`config.mk`:
```
export PLATFORM = sky130hd
export DESIGN_NAME = hand_datapath
export DESIGN_NICKNAME = d
export VERILOG_FILES = /design/src/rtl/hand_datapath.sv
export SDC_FILE = /design/constraint.sdc
export NUM_CORES = 1
export LEC_CHECK = 0
export CELL_PAD_IN_SITES_DETAIL_PLACEMENT = 1
export CELL_PAD_IN_SITES_GLOBAL_PLACEMENT = 2
export CORE_MARGIN = 2
export CORE_UTILIZATION = 33
export CTS_BUF_LIST = sky130_fd_sc_hd__clkbuf_4
export DETAILED_ROUTE_END_ITERATION = 8
export GPL_TIMING_DRIVEN = 1
export PLACE_DENSITY_LB_ADDON = 0.1
export RECOVER_POWER = 100
export SETUP_SLACK_MARGIN = 0.5
export SKIP_CTS_REPAIR_TIMING = 1
export SLEW_MARGIN = 20
export SYNTH_ARGS = -nofsm -noshare
export SYNTH_HDL_FRONTEND = slang
export SYNTH_SLANG_ARGS = --single-unit
```
`constraint.sdc`:
```
create_clock -name slow_clock -period 9.4 [get_ports slow_clock]
set_input_delay 1.41 -clock slow_clock [delete_from_list [all_inputs] [get_ports slow_clock]]
set_output_delay 1.41 -clock slow_clock [all_outputs]
set_load 0.005 [all_outputs]
```
`src/rtl/hand_datapath.sv`:
```
// Baccarat hand datapath: six card registers, mod-10 hand scoring and
// active-low seven-segment display drive for each card slot.

module hand_card_slot (
   input  logic       slow_clock,
   input  logic       resetb,
   input  logic       load,
   input  logic       card_ok,
   input  logic [3:0] new_card,
   output logic [3:0] card,
   output logic [3:0] val,
   output logic [6:0] seg
);

   // Invalid cards are never stored, so the register only ever holds 0..13.
   always_ff @(posedge slow_clock or negedge resetb) begin
      if (!resetb)
         card <= 4'd0;
      else if (load && card_ok)
         card <= new_card;
   end

   // Pips count face value; 10, J, Q, K and empty all score zero.
   always_comb begin
      val = 4'd0;
      if (card >= 4'd1 && card <= 4'd9)
         val = card;
   end

   always_comb begin
      seg = 7'b1111111;
      case (card)
         4'd1:    seg = 7'b0001000;
         4'd2:    seg = 7'b0100100;
         4'd3:    seg = 7'b0110000;
         4'd4:    seg = 7'b0011001;
         4'd5:    seg = 7'b0010010;
         4'd6:    seg = 7'b0000010;
         4'd7:    seg = 7'b1111000;
         4'd8:    seg = 7'b0000000;
         4'd9:    seg = 7'b0010000;
         4'd10:   seg = 7'b1000000;
         4'd11:   seg = 7'b1100001;
         4'd12:   seg = 7'b0011000;
         4'd13:   seg = 7'b0001001;
         default: seg = 7'b1111111;
      endcase
   end

endmodule

module hand_score (
   input  logic [3:0] v0,
   input  logic [3:0] v1,
   input  logic [3:0] v2,
   output logic [3:0] score
);

   logic [4:0] sum;
   logic [4:0] red;

   // Max sum is 27, so one conditional subtraction of 10 or 20 suffices.
   always_comb begin
      sum = {1'b0, v0} + {1'b0, v1} + {1'b0, v2};
      red = sum;
      if (sum >= 5'd20)
         red = sum - 5'd20;
      else if (sum >= 5'd10)
         red = sum - 5'd10;
      score = red[3:0];
   end

endmodule

module hand_datapath (
   input  logic       slow_clock,
   input  logic       resetb,
   input  logic [3:0] new_card,
   input  logic       load_pcard1,
   input  logic       load_pcard2,
   input  logic       load_pcard3,
   input  logic       load_dcard1,
   input  logic       load_dcard2,
   input  logic       load_dcard3,
   output logic [3:0] pcard3_out,
   output logic [3:0] pscore_out,
   output logic [3:0] dscore_out,
   output logic       bad_card,
   output logic [6:0] HEX0,
   output logic [6:0] HEX1,
   output logic [6:0] HEX2,
   output logic [6:0] HEX3,
   output logic [6:0] HEX4,
   output logic [6:0] HEX5
);

   localparam int NUM_CARDS = 6;

   logic [NUM_CARDS-1:0]      load;
   logic [NUM_CARDS-1:0][3:0] card;
   logic [NUM_CARDS-1:0][3:0] val;
   logic [NUM_CARDS-1:0][6:0] seg;
   logic                      card_ok;

   // Slots 0..2 are player cards 1..3, slots 3..5 dealer cards 1..3.
   assign load    = {load_dcard3, load_dcard2, load_dcard1,
                     load_pcard3, load_pcard2, load_pcard1};
   assign card_ok = (new_card >= 4'd1) && (new_card <= 4'd13);

   genvar i;
   generate
      for (i = 0; i < NUM_CARDS; i++) begin : g_slot
         hand_card_slot u_slot (
            .slow_clock (slow_clock),
            .resetb     (resetb),
            .load       (load[i]),
            .card_ok    (card_ok),
            .new_card   (new_card),
            .card       (card[i]),
            .val        (val[i]),
            .seg        (seg[i])
         );
      end
   endgenerate

   always_ff @(posedge slow_clock or negedge resetb) begin
      if (!resetb)
         bad_card <= 1'b0;
      else if ((|load) && !card_ok)
         bad_card <= 1'b1;
   end

   hand_score u_pscore (.v0(val[0]), .v1(val[1]), .v2(val[2]), .score(pscore_out));
   hand_score u_dscore (.v0(val[3]), .v1(val[4]), .v2(val[5]), .score(dscore_out));

   assign pcard3_out = card[2];
   assign HEX0       = seg[0];
   assign HEX1       = seg[1];
   assign HEX2       = seg[2];
   assign HEX3       = seg[3];
   assign HEX4       = seg[4];
   assign HEX5       = seg[5];

endmodule

```
==> Flow_metrics.wiki <==
{| class="wikitable"
! Metric !! Value
|-
| Status || complete, no violations
|-
| Worst-path fanout max || 10
|-
| Most used standard cell by instance count after synthesis || nor2_1
|-
| Seq cells post-synth || 25
|-
| Worst max-slew margin expressed relative to the limit || 11.06%
|-
| Drt via density || 5.024
|-
| Die extent in y || 102.5 µm
|-
| Leftover overflow at the end of global routing || 0
|-
| Final estimated routing congestion in global placement || 0.7552
|-
| Highest achievable clock rate || 161.9 MHz
|-
| Proportion of power drawn by flip-flops and latches || 20.7%
|-
| Accumulated negative setup slack || 0 ps
|-
| Setup repair after global routing missed its margin || false
|-
| I/O pins || 67
|-
| Dominant synthesized flop cell || dfrtp_1
|-
| Post-synthesis to final-layout area growth || 23.58%
|-
| Post-route design area || 3954 µm²
|-
| Antenna violations before repair || 0
|-
| Static Leak || 1.842 nW
|-
| TritonCTS buffer count || 3
|-
| Final count of hold timing violations || 0
|-
| Critical path type || reg -> out
|-
| Vias in the first global route || 2946
|-
| Antenna fix cells || 0
|-
| First-iteration detailed-routing DRC count || 117
|-
| Clock input transition at the sequential cells of the worst setup and hold paths || 140 ps
|-
| Total setup violations reported at the end of the flow || 0
|-
| Clock sink count || 25
|-
| Required time reported for the critical path endpoint || 7990 ps
|-
| Commonest cells in the netlist || 56 x nor2_1, 43 x ha_1, 37 x a21oi_1
|-
| Int Power || 0.0004451 W
|-
| Die area || 10500 µm²
|-
| Clock period minus worst slack || 6176 ps
|-
| Total Nets Final || 512
|-
| Clock Tree Buf Depth || 2
|-
| Worst Hold Depth || 1
|-
| Slew Viols, Final || 0
|-
| TritonCTS clock tree || built
|-
| Maximum resistive drop on vdd || 0.08613 mV
|-
| Total half-perimeter wirelength after legalization and detailed placement || 6266 µm
|-
| Pin slew with the least headroom to its limit || 1334 ps
|-
| Critical R2R Launch || g_slot[1].u_slot.card[3]$_DFFE_PN0P_
|-
| Placed Instance Area || 3939 µm²
|-
| Number of max-cap violations || 0
|-
| Setup skew after layout || 0 ps
|-
| Wire length of the first global-routing pass || 13900 µm
|-
| Largest net degree at the start of global routing || 26
|-
| Fraction of registers with async set or reset after synthesis || 100.0%
|-
| Total nets after synthesis || 459
|-
| Residual DRC || 0
|-
| Number of different library cells in the post-synthesis netlist || 42
|-
| Data arrival time of the worst path || 4770 ps
|-
| Power per standard cell area || 201.1 nW/µm²
|-
| Destination of the worst register-to-register timing path || g_slot[1].u_slot.card[3]$_DFFE_PN0P_
|-
| Portion of the clock cycle consumed by the worst path in the final layout || 65.71%
|-
| Core Footprint || 9328 µm²
|-
| Fill cell total of the finished layout || 1137
|-
| Seq/Total Area, Yosys || 19.55%
|-
| Initial cell density of the core || 34.30%
|-
| Synthesized instance count || 394
|-
| Remaining number of nets flagged by the antenna check after routing || 0
|-
| Element type at the critical path end || primary output
|-
| Iteration count of the initial detailed-routing pass || 4
|-
| Net Sw Power || 0.0003500 W
|-
| Count of port buffers added during placement || 66
|-
| Synth area leaders || dfrtp_1 20%, ha_1 17%, mux2_2 9.2%
|-
| Mean cell area of the mapped netlist || 8.120 µm²
|-
| Gate power share || 73.3%
|-
| Worst Hold Class || reg -> reg
|-
| Via count || 2889
|-
| Total number of H-tree levels || 1
|-
| Clock root buffer || clkbuf_4
|-
| Post-synth EDFFs || 0
|-
| Row cnt || 35
|-
| Depth of the most critical reg-to-reg path || 1
|-
| YS warnings || 0
|-
| Clock network latency to the later pin of the worst-skew pair || 320 ps
|-
| Startpoint type of the worst setup path || flip-flop
|-
| Clock Power Share || 6.0%
|-
| Fraction of power spent switching nets || 44.02%
|-
| Post-synthesis cell type with the largest combined area || dfrtp_1
|-
| Area share of the largest cell type after synthesis || 19.55%
|-
| Worst Hold Endpoint || bad_card$_DFFE_PN0P_
|-
| Post-synth design cell area || 3199 µm²
|-
| Die X || 102.5 µm
|-
| Hold wc startpoint || bad_card$_DFFE_PN0P_
|-
| Proportion of layout cells with a drive suffix above 1 || 7.623%
|-
| Gr usage total || 15.93%
|-
| Detailed Route WL || 7942 µm
|-
| Wire per inst || 13.81 µm
|-
| Register-to-register setup slack || 8350 ps
|}
## logic make-up after synthesis
logic type / count (synthesis) / share of synthesized area [%]
XOR/XNOR: 9 / 2.699
multiplexers: 40 / 13.69
AND/OR/NAND/NOR: 126 / 17.72
flip-flops: 25 / 19.55
buffers and inverters: 48 / 6.101
adder cells (fa/ha/maj): 53 / 23.07
AO/OA/AOI/OAI: 93 / 17.17
## flip-flops by register name, indices dropped and copies added, names as in the netlist
name and cells:
g_slot.u_slot.card 24, bad_card 1
## layout make-up
class,count,area (µm²),share of cell area [%]
Timing Repair Buffer,66,654.4,16.55
Clock inverter,1,5.005,0.1266
Multi-Input combinational cell,321,2372,60.00
Sequential cell,25,625.6,15.82
Clock buffer,3,22.52,0.5696
Tap cell,129,161.4,4.082
Inverter,30,112.6,2.848
## power groups by stage
stage,clock [W],sequential (W),combinational [W]
global placement,0,0.000167,0.000610
global route,0.0000554,0.000171,0.000667
CTS,0.0000509,0.000166,0.000627
floorplan,0,0.000139,0.000386
finish,0.0000481,0.000164,0.000583
detailed placement,0,0.000168,0.000622
## critical path, cell delays in order (launching register included)
cell           delay [ps]
dfrtp_1               560
inv_1                 150
ha_1                  260
nor4b_1               280
a21oi_1                90
and2_0                240
fa_1                  450
ha_1                  230
fa_1                  380
xnor2_1               400
ha_1                  240
a21oi_1               110
and2_1                170
mux2i_1               160
xnor2_1               130
dlygate4sd3_1         580
## worst max path at each step
| stage | startpoint | endpoint | slack [ps] | cells past startpoint |
|---|---|---|---|---|
| floorplan | g_slot[3].u_slot.card[1]$_DFFE_PN0P_ | dscore_out[1] | 4600 | 17 |
| global placement | g_slot[2].u_slot.card[1]$_DFFE_PN0P_ | pscore_out[1] | 3680 | 15 |
| detailed placement | g_slot[2].u_slot.card[1]$_DFFE_PN0P_ | pscore_out[1] | 3640 | 15 |
| CTS | g_slot[2].u_slot.card[1]$_DFFE_PN0P_ | pscore_out[1] | 3210 | 15 |
| global route | g_slot[2].u_slot.card[1]$_DFFE_PN0P_ | pscore_out[1] | 2760 | 15 |
| finish | g_slot[2].u_slot.card[1]$_DFFE_PN0P_ | pscore_out[1] | 3220 | 15 |
## metal layers
metal | vias to the layer above | GRT usage (%) | routed length (µm)
met3 | 0 | 2.189 | 254
met4 | 0 | 0.6154 | 0
met5 | - | 0 | 0
met1 | 1380 | 24.63 | 4208
li1 | 1458 | - | -
met2 | 51 | 24.79 | 3479
## metrics by stage
stage	utilization (%)	std cells	power (W)	hold WS [ps]	worst slack (ps)
4_1_cts	42.52	575	0.0008438	513.4	3208
3_5_place_dp	42.23	571	0.0007895	466.8	3640
3_3_place_gp	42.23	571	0.0007771	477.4	3677
5_1_grt	42.39	575	0.0008933	547.9	2756
2_1_floorplan	-	394	0.0005251	467.8	4599
6_report	42.39	575	0.0007951	506.7	3224
## layout by cell type (no fill, tap or decap), drive strengths merged, types with 2 or more instances in the layout
master         instances
nand2                 31
nand2b                 5
and2                   8
ha                    43
nand3                  6
nor3                   3
dlygate4sd3           53
o21bai                 2
mux2i                 13
clkbuf                 4
xor2                   3
dfrtp                 25
o22ai                  3
nor2                  56
a221oi                 4
a211oi                 5
mux2                  27
clkdlybuf4s50         12
a21o                   2
a31oi                  2
a21oi                 38
o31ai                  6
xnor2                  6
inv                   30
nor2b                 10
o21ai                 27
fa                    10
No activity file was read; power rests on OpenSTA's default activity.
==> RTL change 1: new RTL, same flow settings <==
Register the outputs `pcard3_out`, `HEX0`, `HEX1`, `HEX2`, `HEX3`, `HEX4` and `HEX5`, without a reset; this adds one clock of latency there. The other outputs are not delayed to match.
--- a/src/rtl/hand_datapath.sv
+++ b/src/rtl/hand_datapath.sv
@@ -133,13 +133,15 @@
    hand_score u_pscore (.v0(val[0]), .v1(val[1]), .v2(val[2]), .score(pscore_out));
    hand_score u_dscore (.v0(val[3]), .v1(val[4]), .v2(val[5]), .score(dscore_out));
 
-   assign pcard3_out = card[2];
-   assign HEX0       = seg[0];
-   assign HEX1       = seg[1];
-   assign HEX2       = seg[2];
-   assign HEX3       = seg[3];
-   assign HEX4       = seg[4];
-   assign HEX5       = seg[5];
+   always_ff @(posedge slow_clock) begin
+      pcard3_out <= card[2];
+      HEX0       <= seg[0];
+      HEX1       <= seg[1];
+      HEX2       <= seg[2];
+      HEX3       <= seg[3];
+      HEX4       <= seg[4];
+      HEX5       <= seg[5];
+   end
 
 endmodule
 
Check against the original RTL: not equivalent (a bounded check fails within 4 cycles, from zero or initial values and one cycle with resetb low).
==> RTL change 1 against the original RTL <==
Routed wire length increased by 26%. Sequential cell count up 46. Area after synthesis grew 31%. Setup slack worse by 0.27 ns. Final area is 29% higher. Die area up 30%. Power grew 49%. Sequential share of layout area grew 15 points. Largest cell class unchanged.
==> RTL change 1: results (changes against the original RTL) <==
Placed design
  • Place WS: 3.56 ns (-0.0757 ns)
  • Final Wtd Congestion: 0.774 (+2.5%)
  • Final HPWL DP: 7440 µm (+19%)
  • Placed cell area: 4990 µm² (+27%)
  • Buffers on Ports: 66 (unchanged)

CTS
  • Number of H-tree levels: 3 (+2)
  • Clock transition at path regs: 0.11 ns (-0.03 ns)
  • Clk_lat worst skew: 0.46 ns (+0.14 ns)
  • Num CTS Buffers: 9 (+6)
  • CTS root buffer: clkbuf_4
  • Longest Clk Path Bufs: 2 (unchanged)

Setup path
  • R2r startpoint: g_slot[5].u_slot.card[1]
  • CP max-delay cell: fa_1
  • Critical Path AT: 5.04 ns (+0.27 ns)
  • Crit path largest cell delay: 0.58 ns (about the same)
  • Critical Path Source: g_slot[3].u_slot.card[1]
  • Crit-path max FO: 9 (-1)

Hold path
  • Hold Startpoint: bad_card
  • Hold Path Class: reg -> reg

Routing
  • First DRT Iteration DRCs: 79 (-32%)
  • Drt via density: 4.84 (-3.6%)
  • Drt wl/cell: 14.5 µm (+5.2%)
  • First drt pass iteration count: 4 (unchanged)

Yosys
  • Unique masters post-synth: 42 (unchanged)
  • Adder-Cell Fraction of Synth Area: 17.6% (-5.4 points)
  • Synth area leaders: dfxtp_1 (22%), dfrtp_1 (15%), ha_1 (13%), mux2_2 (8.1%), nor2_1 (5.2%)
  • Post-synthesis xor/xnor area fraction: 1.05% (-1.7 points)
  • Post-synthesis sequential area ratio: 37.0% (+17 points)
  • Ys async rst share: 35.2% (-65 points)
  • Synth Warn #: 0 (unchanged)
  • Synth cell count leaders: nor2_1 (58), dfxtp_1 (46), ha_1 (43)
  • Syn Nets: 518 (+13%)
  • Post-synthesis compound-gate area fraction: 14.0% (-3.2 points)
  • Multiplexer share of the synthesized area: 11.2% (-2.4 points)

Status
  • Status: complete, no violations

Finish
  • Number of flip-flops in the largest register: 24 (unchanged)
  • Nets: 577 (+13%)
  • Area Overhead vs Synth: 21.7%
  • Share of cells above drive strength 1: 8.70% (+1.1 points)
  • Diodes inserted: 0 (unchanged)
  • Filler cells: 1496 (+32%)
  • Top reg by flops: g_slot.u_slot.card

Power
  • Internal power: 742 µW (+67%)
  • Static leakage: 0.00227 µW (+23%)
  • Peak VDD IR: 0.131 mV (+52%)

Timing
  • Fin. max-slew vios: 0 (unchanged)
  • Worst-case clock skew: 0.0243 ns (+0.0243 ns)
  • Tightest Pin Transition: 1.35 ns (+0.0194 ns)

Global route
  • GR Util All Layers: 15.6% (-0.30 points)
  • First-pass GRT wire length: 16500 µm (+18%)
  • Largest net degree at the start of global routing: 26 (unchanged)
  • Initial antenna violation count: 0 (unchanged)
  • Via count of the first global-routing pass: 3385 (+15%)
[RTL change 1: worst paths after layout]
kind	cells after the start	to	slack (ns)
setup / recovery	18	dscore_out[2]	2.95
hold / removal	1	bad_card	0.48
setup reg to reg	5	HEX5[4]	7.88
hold reg to reg	1	bad_card	0.48
max in group asynchronous	1	g_slot[2].u_slot.card[2]	7.36
min in group asynchronous	1	g_slot[5].u_slot.card[1]	1.23
[RTL change 1: worst max-delay path, delay by kind of cell (launching register included)]
| kind | cells | cell delay [ns] |
|---|---|---|
| AOI/OAI and AO/OA | 4 | 0.52 |
| buffers and inverters | 3 | 0.80 |
| adders and majority gates | 5 | 1.72 |
| DFF | 1 | 0.55 |
| and+or+nand+nor | 6 | 1.01 |
[RTL change 1: power groups by stage]
stage | clock network [µW] | registers [µW] | logic, µW
floorplan | 0 | 403 | 378
global placement | 0 | 428 | 608
detailed placement | 0 | 430 | 625
CTS | 188 | 424 | 629
global route | 197 | 431 | 676
finish | 177 | 419 | 590
[RTL change 1: cell type report]
type | count | share of cell area [%]
tap | 172 | 4.22
multi-input combinational | 328 | 47.7
clock buffer | 14 | 2.06
clock inverter | 2 | 0.172
timing repair buffer | 66 | 12.8
inverter | 36 | 2.65
sequential | 71 | 30.4
[RTL change 1: metal layers]
layer / up-vias / wire length [µm] / GRT usage [%] / share of wire [%]
met4: 0 / 198 / 7.06 / 2.0
met5: - / 0 / 0 / 0
li1: 1663 / - / - / -
met2: 41 / 5040 / 27.6 / 50
met3: 15 / 257 / 2.96 / 2.6
met1: 1619 / 4520 / 18.4 / 45
[RTL change 1: metrics by stage]
stage               hold slack [ns]  std cells
global placement              0.462        673
detailed placement            0.467        673
floorplan                     0.345        453
finish                        0.483        689
global route                  0.528        689
CTS                           0.494        689
[RTL change 1: kinds of logic (layout without fill, tap and decap cells)]
logic type / Yosys count / count (layout)
AOI/OAI and AO/OA: 96 / 96
xor gates and xnor gates: 5 / 5
adders and majority gates: 53 / 53
buffers and inverters: 54 / 118
DFF: 71 / 71
muxes: 43 / 43
and+or+nand+nor: 131 / 131
==> RTL change 2: new RTL, config.mk and constraints unchanged <==
Without the edit above. Make the reset (`resetb`) synchronous in 2 clocked blocks.
--- a/src/rtl/hand_datapath.sv
+++ b/src/rtl/hand_datapath.sv
@@ -13,7 +13,7 @@
 );
 
    // Invalid cards are never stored, so the register only ever holds 0..13.
-   always_ff @(posedge slow_clock or negedge resetb) begin
+   always_ff @(posedge slow_clock) begin
       if (!resetb)
          card <= 4'd0;
       else if (load && card_ok)
@@ -123,7 +123,7 @@
       end
    endgenerate
 
-   always_ff @(posedge slow_clock or negedge resetb) begin
+   always_ff @(posedge slow_clock) begin
       if (!resetb)
          bad_card <= 1'b0;
       else if ((|load) && !card_ok)
Formal check against the unedited RTL: not equivalent (a bounded check fails within 4 cycles, from zero or initial values and one cycle with resetb low; the reset may be asserted at any time).
==> RTL change 2 against the original RTL <==
Maximum frequency is 8.3% higher. Cell count is 31% higher. Clock skew rose by 0.021 ns. Routed wire length increased by 52%. Sequential cell count rose by 42. Power grew 5.8%. Setup slack gained 0.47 ns. Area after synthesis up 41%. Final area is 38% higher. Critical endpoint is now dscore_out[2]. Largest power group is now sequential cells.
==> RTL change 2: results (changes against the original RTL) <==
Power
  • Switching part of the total: 32.9% (-11 points)
  • Clock group power: 229 µW (+380%)
  • Psw: 276 µW (-21%)
  • Peak VDD IR: 0.0599 mV (-30%)
  • Static leakage: 0.00244 µW (+32%)
  • Sequential power share: 39.7% (+19 points)

Finish
  • Filler cells: 1567 (+38%)
  • Number of flip-flops in the largest register: 42 (+75%)
  • Nets: 644 (+26%)
  • Share of cells above drive strength 1: 6.39% (-1.2 points)

Yosys
  • Synth cell count leaders: dfxtp_1 (67), ha_1 (48), inv_1 (46)
  • Synth area leaders: dfxtp_1 (30%), ha_1 (13%), mux2i_1 (5.1%), fa_1 (4.4%), o21ai_0 (4.2%)
  • Unique masters post-synth: 59 (+40%)
  • Ys async rst share: 0% (-100 points)
  • Post-synthesis sequential area ratio: 29.6% (+10 points)
  • Syn Inst Count: 512 (+30%)
  • Syn Nets: 582 (+27%)

Placed design
  • Final HPWL DP: 9250 µm (+48%)
  • Post-Place Cells: 739 (+29%)
  • Place WS: 4.27 ns (+0.633 ns)

Global route
  • Largest net degree at the start of global routing: 36 (+38%)
  • First-pass GRT wire length: 19900 µm (+43%)
  • GR Util All Layers: 17.1% (+1.2 points)
  • Via count of the first global-routing pass: 3982 (+35%)

Routing
  • First DRT Iteration DRCs: 158 (+35%)
  • Routed via count: 3817 (+32%)
  • Drt via density: 5.06 (+0.62%)

Status
  • Status: complete, no violations

Setup path
  • Critical Path Source: g_slot[3].u_slot.card[1]
  • Critical Path AT: 4.29 ns (-0.48 ns)
  • R2r startpoint: g_slot[2].u_slot.card[1]

Timing
  • Worst-case clock skew: 0.0207 ns (+0.0207 ns)

CTS
  • Clk_lat worst skew: 0.47 ns (+0.15 ns)

Hold path
  • Hold Startpoint: bad_card
RTL change 2: cell types whose count changed after synthesis, moves of 9 or more:
cell,unedited run,this run
nor2_1,56,17
inv_1,30,46
dfxtp_1,0,67
dfrtp_1,25,0
clkbuf_1,13,3
o21ai_0,27,38
nand3_1,6,17
a21boi_0,0,9
mux2i_1,13,23
and2_1,8,17
a21oi_1,37,11
mux2_2,26,5
nand2_1,31,41
RTL change 2: area by class of cell:
cell class / instances / area [µm²] / area share, %
Clock buffer: 9 / 67.6 / 1.24
Inverter: 52 / 195 / 3.58
Sequential cell: 67 / 1340 / 24.6
Multi-Input combinational cell: 376 / 2870 / 52.5
Clock inverter: 7 / 91.3 / 1.67
Tap cell: 176 / 220 / 4.03
Timing Repair Buffer: 68 / 676 / 12.4
RTL change 2: metal layers:
metal  routed length, µm  GRT usage (%)  vias up
li1                    -              -     1903
met1                6010           22.2     1846
met2                5530           28.8       55
met3                 351           3.24       13
met4                 148           5.45        0
met5                   0              0        -
RTL change 2: cells by family after synthesis:
family	after synthesis	share of synthesized area, %
buf+inv	69	6.50
simple gates	147	16.9
mux	30	7.33
xor+xnor	6	1.16
flops	67	29.6
fa+ha+maj	58	17.7
compound gates	135	20.7
RTL change 2: worst register-to-register path, stage by stage (launching register included):
cell and delay [ns]:
dfxtp_1 0.48, o31ai_1 0.18, a21boi_0 0.74, inv_1 0.25, ha_1 0.40, mux2i_1 0.09, mux2_2 0.30
RTL change 2: final timing paths:
check | endpoint | slack [ns] | cells after the start
worst max-delay path | dscore_out[2] | 3.70 | 14
worst min-delay path | bad_card | 0.50 | 1
worst max register to register | g_slot[2].u_slot.seg[4] | 6.88 | 6
worst min register to register | bad_card | 0.50 | 1
